==> src/rtl/counter_updown_param.sv <==
// Parametrised up/down counter: wrap/saturate, step size, parallel load, tc pulse, sticky overflow.
// Latency: one clk edge from inputs to registered outputs. No backpressure; optional prescaler via COUNTER_UPDOWN_PRESCALE_EN.
// Priority per edge is rst > load > enable.
module counter_updown_param #(
  parameter int WIDTH     = 8,
  parameter int MODULUS   = 256,
  parameter int STEP_W    = 4,
  parameter int RESET_VAL = 0
) (
  input  logic              clk,
  input  logic              rst,
  input  logic              enable,
  input  logic              direction,
  input  logic [STEP_W-1:0] step,
  input  logic              saturate,
  input  logic              load,
  input  logic [WIDTH-1:0]  load_val,
  input  logic              clr_ovf,
`ifdef COUNTER_UPDOWN_PRESCALE_EN
  input  logic [7:0]        prescale,
`endif
  output logic [WIDTH-1:0]  counter_out,
  output logic              tc,
  output logic              overflow
);

  localparam int EW = WIDTH + 1;

  // Arithmetic is carried one bit wider so MODULUS = 2**WIDTH and sums never overflow.
  localparam logic [EW-1:0] MOD_EXT  = EW'(MODULUS);
  localparam logic [EW-1:0] MAX_EXT  = EW'(MODULUS - 1);
  localparam logic [WIDTH-1:0] RST_V = WIDTH'(RESET_VAL);

  logic [EW-1:0]    cnt_ext;
  logic [EW-1:0]    step_ext;
  logic [EW-1:0]    sum;
  logic [EW-1:0]    up_next;
  logic [EW-1:0]    dn_next;
  logic             up_evt;
  logic             dn_evt;
  logic             advance;
  logic             evt;
  logic [WIDTH-1:0] count_next;
  logic [WIDTH-1:0] load_clamped;

  assign cnt_ext  = {1'b0, counter_out};
  assign step_ext = EW'(step);
  assign sum      = cnt_ext + step_ext;

  always_comb begin
    up_evt  = sum > MAX_EXT;
    up_next = sum;
    if (up_evt) begin
      up_next = saturate ? MAX_EXT : (sum - MOD_EXT);
    end

    dn_evt  = cnt_ext < step_ext;
    dn_next = cnt_ext - step_ext;
    if (dn_evt) begin
      dn_next = saturate ? '0 : (cnt_ext + MOD_EXT - step_ext);
    end
  end

`ifdef COUNTER_UPDOWN_PRESCALE_EN
  logic [7:0] presc_cnt;
  logic       presc_hit;

  assign presc_hit = (presc_cnt == prescale);
  assign advance   = enable && presc_hit;

  // Counts enabled cycles; holds when disabled, restarts on rst/load.
  always_ff @(posedge clk) begin
    if (rst || load) begin
      presc_cnt <= '0;
    end else if (enable) begin
      presc_cnt <= presc_hit ? 8'd0 : presc_cnt + 8'd1;
    end
  end
`else
  assign advance = enable;
`endif

  always_comb begin
    count_next = counter_out;
    evt        = 1'b0;
    if (advance && (step != '0)) begin
      if (direction) begin
        count_next = WIDTH'(up_next);
        evt        = up_evt;
      end else begin
        count_next = WIDTH'(dn_next);
        evt        = dn_evt;
      end
    end
  end

  assign load_clamped = ({1'b0, load_val} > MAX_EXT) ? WIDTH'(MAX_EXT) : load_val;

  always_ff @(posedge clk) begin
    if (rst) begin
      counter_out <= RST_V;
      tc          <= 1'b0;
      overflow    <= 1'b0;
    end else if (load) begin
      counter_out <= load_clamped;
      tc          <= 1'b0;
    end else begin
      counter_out <= count_next;
      tc          <= evt;
      // A boundary event on the same edge as clr_ovf keeps the flag set.
      if (evt) begin
        overflow <= 1'b1;
      end else if (clr_ovf) begin
        overflow <= 1'b0;
      end
    end
  end

endmodule

==> config.mk <==
export PLATFORM = sky130hd
export DESIGN_NAME = counter_updown_param
export DESIGN_NICKNAME = d
export VERILOG_FILES = /design/src/rtl/counter_updown_param.sv
export SDC_FILE = /design/constraint.sdc
export NUM_CORES = 1
export LEC_CHECK = 0
export CORE_MARGIN = 3
export CORE_UTILIZATION = 48
export DETAILED_ROUTE_END_ITERATION = 8
export GPL_ROUTABILITY_DRIVEN = 0
export MAX_ROUTING_LAYER = met4
export PLACE_DENSITY = 0.85
export RECOVER_POWER = 100
export SLEW_MARGIN = 20
export SYNTH_ARGS = -nofsm -noshare
export SYNTH_HDL_FRONTEND = slang
export SYNTH_SLANG_ARGS = --single-unit
==> constraint.sdc <==
create_clock -name clk -period 3 [get_ports clk]
set_clock_uncertainty 0.1 [all_clocks]
set_input_delay 0.6 -clock clk [delete_from_list [all_inputs] [get_ports clk]]
set_output_delay 0.6 -clock clk [all_outputs]
set_load 0.005 [all_outputs]
==> flow_summary.toml, run 1 <==
[yosys]
synth_top_area_share_pct = 18.0
synthFlopType = "dfxtp_1"
postSynthAreaPerCell_um2 = 7.50
yosysTopAreaCell = "dfxtp_1"
yosysWarnings = 0
synth_top_family_by_area = "compound AO/OA/AOI/OAI gates"
ys_seq_area_share_pct = 18.0
synth_fa_ha_area_share_pct = 12.6
yosys-top-cells-area = "dfxtp_1, ha_1, inv_1, nor2_1, o21ai_0"
ys_ff_latch = 10
synth_compound_area_share_pct = 34.4
ys_types = 51
synth_edf_count = 0
synthArstFlopShare_pct = 0
syn-num-nets = 177
synth-xor-area-share_pct = 0.789
netlist_area_mm2 = 0.00111
yosys.area_share.simple_pct = 25.3
synthCells = 148
synthMuxAreaShare_pct = 0.902

[route]
drt_iter0_drc = 51
totalWireLength_mm = 3.31
detail-route-antenna-nets = 0
vias = 1300
drc = 0
firstDrtPassIters = 4
routedWlPerCell_um = 15.7
post_drt_via_cell_ratio = 6.16

[place]
dp_cells = 208
portBuffers = 28
dp_worst_setup_slack_ps = -29.5
dpl.hpwl_mm = 2.66

[outcome]
status = "complete, no violations"

[final_layout]
regArea_um2 = 200
layout-drive-gt1-share_pct = 10.9
fin_util_pct = 71.7
layout-area-overhead-vs-synth_pct = 34.5
fin_cells = 211
multiInputGateArea_um2 = 821
nNetsFinal = 215
num-fill-cells = 169
antennaDiodeCount = 0

[clocking]
worstSkewPairLatency_ps = 260
cts_tree = "yes"
clk_path_buf_depth = 2
cts.clk_slew.worst_paths_ps = 60
cts.sinks = 10
htree_levels = 1
root_buffer = "clkbuf_4"
ctsResizeCount = 0
holdBufCountCts = 0
cts_buffers = 3
postCtsSetupBuffers = 0

[worst_hold_path]
min_to = "overflow$_SDFFE_PP0P_"
worstHoldStart = "overflow$_SDFFE_PP0P_"
hold_depth = 2
hold_class = "reg -> reg"

[setup_path]
crit_buf_inv = 2
reg2reg_depth = 9
required_ps = 3090
r2r_end = "counter_out[2]$_SDFFE_PP0P_"
max_stage_delay_ps = 700
cp_max_fo = 5
endpoint_kind = "register"
ff2ff_setup_slack_ps = 690
path_delay_family = "buffers and inverters"
arrival_ps = 2930
crit_type = "in -> reg"
start_kind = "input port"
r2r_start = "counter_out[0]$_SDFFE_PP0P_"
path_cells = "dlygate4sd3_1 > inv_1 > ha_1 > nand2b_1 > a211oi_1 > or3b_1 > a2111o_1 > a31oi_1"
slowest_stage = "dlygate4sd3_1"

[timing]
max-slew-margin-rel_pct = 64.8
final-hold-violation-count = 0
fin_ws_ps = 162
tns_ps = 0
finalMaxSlewViolations = 0
setup_viol = 0
fin_crit_sh_pct = 94.6
fmax_mhz = 352
period_needed_ps = 2840
rsz0062_at_grt = "false"
worstMarginPinSlew_ps = 527

[floorplan]
start_util_pct = 53.3
rows = 16
coreArea_mm2 = 0.00208
dieArea_mm2 = 0.00293
die_h_um = 54.1
die_w_um = 54.1
io_pins = 29

[pwr]
p_per_area_mw_per_mm2 = 329
p_total_uw = 491
leakage_uw = 0.000628
ir_worst_vdd_v = 0.000236

[grt]
antenna_found_initial = 0
track_usage_pct = 25.7
grt_first_pass_wirelength_mm = 5.33
gr-total-overflow = 0
grt_max_degree = 14
grt_pass1_vias = 1212

[run]
max_cap_violations = 0
==> cell families after synthesis <==
group           Yosys count
buf+inv                  21
fa+ha+maj                10
xor+xnor                  1
flops                    10
compound gates           52
simple gates             53
mux                       1
==> routing by layer <==
| layer | part of all wire, % | global-route usage (%) |
|---|---|---|
| met3 | 7.9 | 6.93 |
| met1 | 42 | 30.2 |
| met2 | 50 | 44.4 |
| met5 | 0 | - |
| met4 | 0.66 | 4.15 |
==> worst register-to-register path, stage by stage (launching register included) <==
cell and delay (ps):
dfxtp_1 350, inv_1 80, ha_1 210, fa_1 400, nor2b_1 200, o21a_1 200, clkbuf_1 170, o21ai_0 110
a32oi_1 230, o221a_2 220
==> how the worst max path moves through the flow <==
stage	from	end	cells past startpoint
3_5_place_dp	step[3]	counter_out[0]$_SDFFE_PP0P_	9
4_1_cts	step[3]	counter_out[0]$_SDFFE_PP0P_	9
2_1_floorplan	step[0]	counter_out[1]$_SDFFE_PP0P_	6
6_report	step[1]	counter_out[7]$_SDFFE_PP0P_	8
5_1_grt	step[3]	counter_out[0]$_SDFFE_PP0P_	9
3_3_place_gp	step[1]	counter_out[7]$_SDFFE_PP0P_	8
==> state kept, by name, summed over array words and instances, names as in the netlist <==
register,cells
counter_out,8
tc,1
overflow,1
==> cell type report <==
| class | instances | area share [%] |
|---|---|---|
| timing repair buffer | 39 | 24.1 |
| tap | 27 | 2.26 |
| inverter | 15 | 3.77 |
| sequential | 10 | 13.4 |
| clock buffer | 3 | 1.51 |
| multi-input combinational | 117 | 55.0 |
==> cells in the mapped netlist (all sizes together), types with 2 or more instances <==
| library cell | instances |
|---|---|
| o21ai | 11 |
| fa | 2 |
| nor4 | 3 |
| nor3 | 7 |
| o221a | 2 |
| nor2 | 16 |
| nand2b | 2 |
| and3 | 2 |
| a221oi | 2 |
| a211oi | 3 |
| o21a | 3 |
| a21oi | 10 |
| inv | 15 |
| dfxtp | 10 |
| ha | 8 |
| a2111oi | 3 |
| o31ai | 2 |
| a31oi | 3 |
| nand3 | 4 |
| nor2b | 5 |
| nand2 | 8 |
| buf | 3 |
| clkbuf | 3 |
==> cell usage in the layout (no fill, tap or decap), drive strengths merged, types with 3 or more instances in the layout <==
| cell type | count |
|---|---|
| a2111oi | 3 |
| a211oi | 3 |
| a21oi | 10 |
| a31oi | 3 |
| buf | 10 |
| clkbuf | 4 |
| clkdlybuf4s50 | 16 |
| dfxtp | 10 |
| dlygate4sd3 | 12 |
| ha | 8 |
| inv | 15 |
| nand2 | 8 |
| nand3 | 4 |
| nor2 | 16 |
| nor2b | 5 |
| nor3 | 7 |
| nor4 | 3 |
| o21a | 3 |
| o21ai | 11 |
==> report_power, final <==
| part | switching [µW] | total [µW] | internal, µW | leakage, µW |
|---|---|---|---|---|
| clock | 46.3 | 92.7 | 46.4 | 0.0000138 |
| sequential | 21.4 | 165 | 143 | 0.0000827 |
| combinational | 117 | 234 | 117 | 0.000531 |
==> stage by stage <==
stage | cell area (µm²) | hold WS (ps)
finish | 1490 | 383
detailed placement | 1470 | 375
CTS | 1500 | 389
global placement | 1470 | 367
floorplan | 1110 | 370
global route | 1490 | 434
Power figures use the tool's default switching activity.
==> run 2, diff against run 1 <==
--- a/config.mk
+++ b/config.mk
@@ -5,6 +5,7 @@
 export SDC_FILE = /design/constraint.sdc
 export NUM_CORES = 1
 export LEC_CHECK = 0
+export CORE_ASPECT_RATIO = 0.7
 export CORE_MARGIN = 3
 export CORE_UTILIZATION = 48
 export DETAILED_ROUTE_END_ITERATION = 8
==> flow_summary.toml, run 2 (same netlist as run 1, synthesis figures left out) <==
[final_layout]
fin_area_mm2 = 0.00148
layout-area-overhead-vs-synth_pct = 33.1
num-fill-cells = 173
antennaDiodeCount = 0
nNetsFinal = 212
largest_register_ff_count = 8
fin_util_pct = 73.3
layout-drive-gt1-share_pct = 9.34
reg_top3 = "counter_out: 8 flops, overflow: 1 flops, tc: 1 flops"
final_common_cell = "clkdlybuf4s50_1"
largest-register = "counter_out"
fin_cells = 212
layout_common_cells = "clkdlybuf4s50_1, nor2_1, inv_1"

[pwr]
sw_frac_of_total_pct = 38.7
p_int_uw = 328
p_seq_share_pct = 31.0
p_per_area_mw_per_mm2 = 362
power_frac_comb_pct = 43.5
leakage_uw = 0.000618
switching_power_uw = 207
ir_worst_vdd_v = 0.000240
p_clk_share_pct = 25.5

[place]
post_dp_cell_area_mm2 = 0.00146
dpl.hpwl_mm = 2.96
portBuffers = 28
dp_cells = 208

[timing]
fmax_mhz = 351
rsz0062_at_grt = "false"
setup_viol = 0
worstMarginPinSlew_ps = 580
finalMaxSlewViolations = 0
final-hold-violation-count = 0
period_needed_ps = 2850
fin_crit_sh_pct = 94.9
max-slew-margin-rel_pct = 61.3
tns_ps = 0

[clocking]
cts.sinks = 10
postCtsSetupBuffers = 0
holdBufCountCts = 0
cts.clk_slew.worst_paths_ps = 80
clk_path_buf_depth = 2
cts_buffers = 3
worstSkewPairLatency_ps = 290
cts_tree = "yes"
root_buffer = "clkbuf_4"
htree_levels = 1

[setup_path]
arrival_ps = 2930
cp-startpoint = "step[0]"
crit_type = "in -> reg"
r2r_start = "counter_out[0]$_SDFFE_PP0P_"
cp_max_fo = 5
endpoint_kind = "register"
required_ps = 3090
start_kind = "input port"

[floorplan]
coreArea_mm2 = 0.00202
io_pins = 29
dieArea_mm2 = 0.00293
die_w_um = 63.5
rows = 13
die_h_um = 46.2
start_util_pct = 55.0

[route]
post_drt_via_cell_ratio = 6.21
firstDrtPassIters = 5
drc = 0
routedWlPerCell_um = 17.8
vias = 1317
drt_iter0_drc = 131
totalWireLength_mm = 3.77
detail-route-antenna-nets = 0

[grt]
grt_first_pass_wirelength_mm = 5.84
grt_max_degree = 14
antenna_found_initial = 0
track_usage_pct = 27.5
gr-total-overflow = 0
grt_pass1_vias = 1244

[worst_hold_path]
worstHoldStart = "overflow$_SDFFE_PP0P_"
hold_class = "reg -> reg"

[run]
max_cap_violations = 0

[outcome]
status = "complete, no violations"
run 2: path summary, 6_finish.rpt:
path / endpoint / slack, ps / depth (start not counted)
setup / recovery: counter_out[1]$_SDFFE_PP0P_ / 150 / 7
hold / removal: overflow$_SDFFE_PP0P_ / 390 / 2
setup reg to reg: counter_out[4]$_SDFFE_PP0P_ / 630 / 8
hold reg to reg: overflow$_SDFFE_PP0P_ / 390 / 2
run 2: metal layers:
metal,share of wire (%),GRT usage [%],wire (µm)
met5,0,-,0
met4,2.3,13.7,87
met3,11,7.56,432
met2,45,44.8,1690
met1,42,31.8,1570
run 2: area by class of cell:
| cell class | instances | area, µm² | area share [%] |
|---|---|---|---|
| multi-input cells | 117 | 811 | 54.9 |
| repair buffers | 36 | 337 | 22.8 |
| clock buffers | 4 | 36.3 | 2.46 |
| inverters | 15 | 56.3 | 3.81 |
| flip-flops and latches | 10 | 200 | 13.5 |
| well taps | 30 | 37.5 | 2.54 |
run 2: timing repair:
| action | in CTS | in global routing |
|---|---|---|
| hold endpoints to repair | 0 | 0 |
| resized for setup | 0 | 1 |
| endpoints found under the setup margin | 0 | 2 |
run 2: worst max-delay path, stage by stage:
cell and delay, ps:
clkdlybuf4s50_1 480, ha_1 280, fa_1 430, a211oi_2 390, o21bai_1 220, a221o_1 340
a22o_1 200
run 2: power by group through the flow:
stage          sequential (µW)  combinational, µW  clock [µW]
5_1_grt                    167                251         139
2_1_floorplan              157                144           0
3_5_place_dp               168                234           0
6_report                   166                233         136
3_3_place_gp               167                224           0
4_1_cts                    165                236         136
run 2: through the flow:
step / setup slack [ps] / hold slack [ps] / power [µW]
final: 152 / 389 / 535
after global placement: -84.3 / 366 / 391
after floorplan: 606 / 370 / 301
after detailed placement: -197 / 386 / 402
after global routing: 67.3 / 427 / 557
after CTS: 102 / 399 / 537
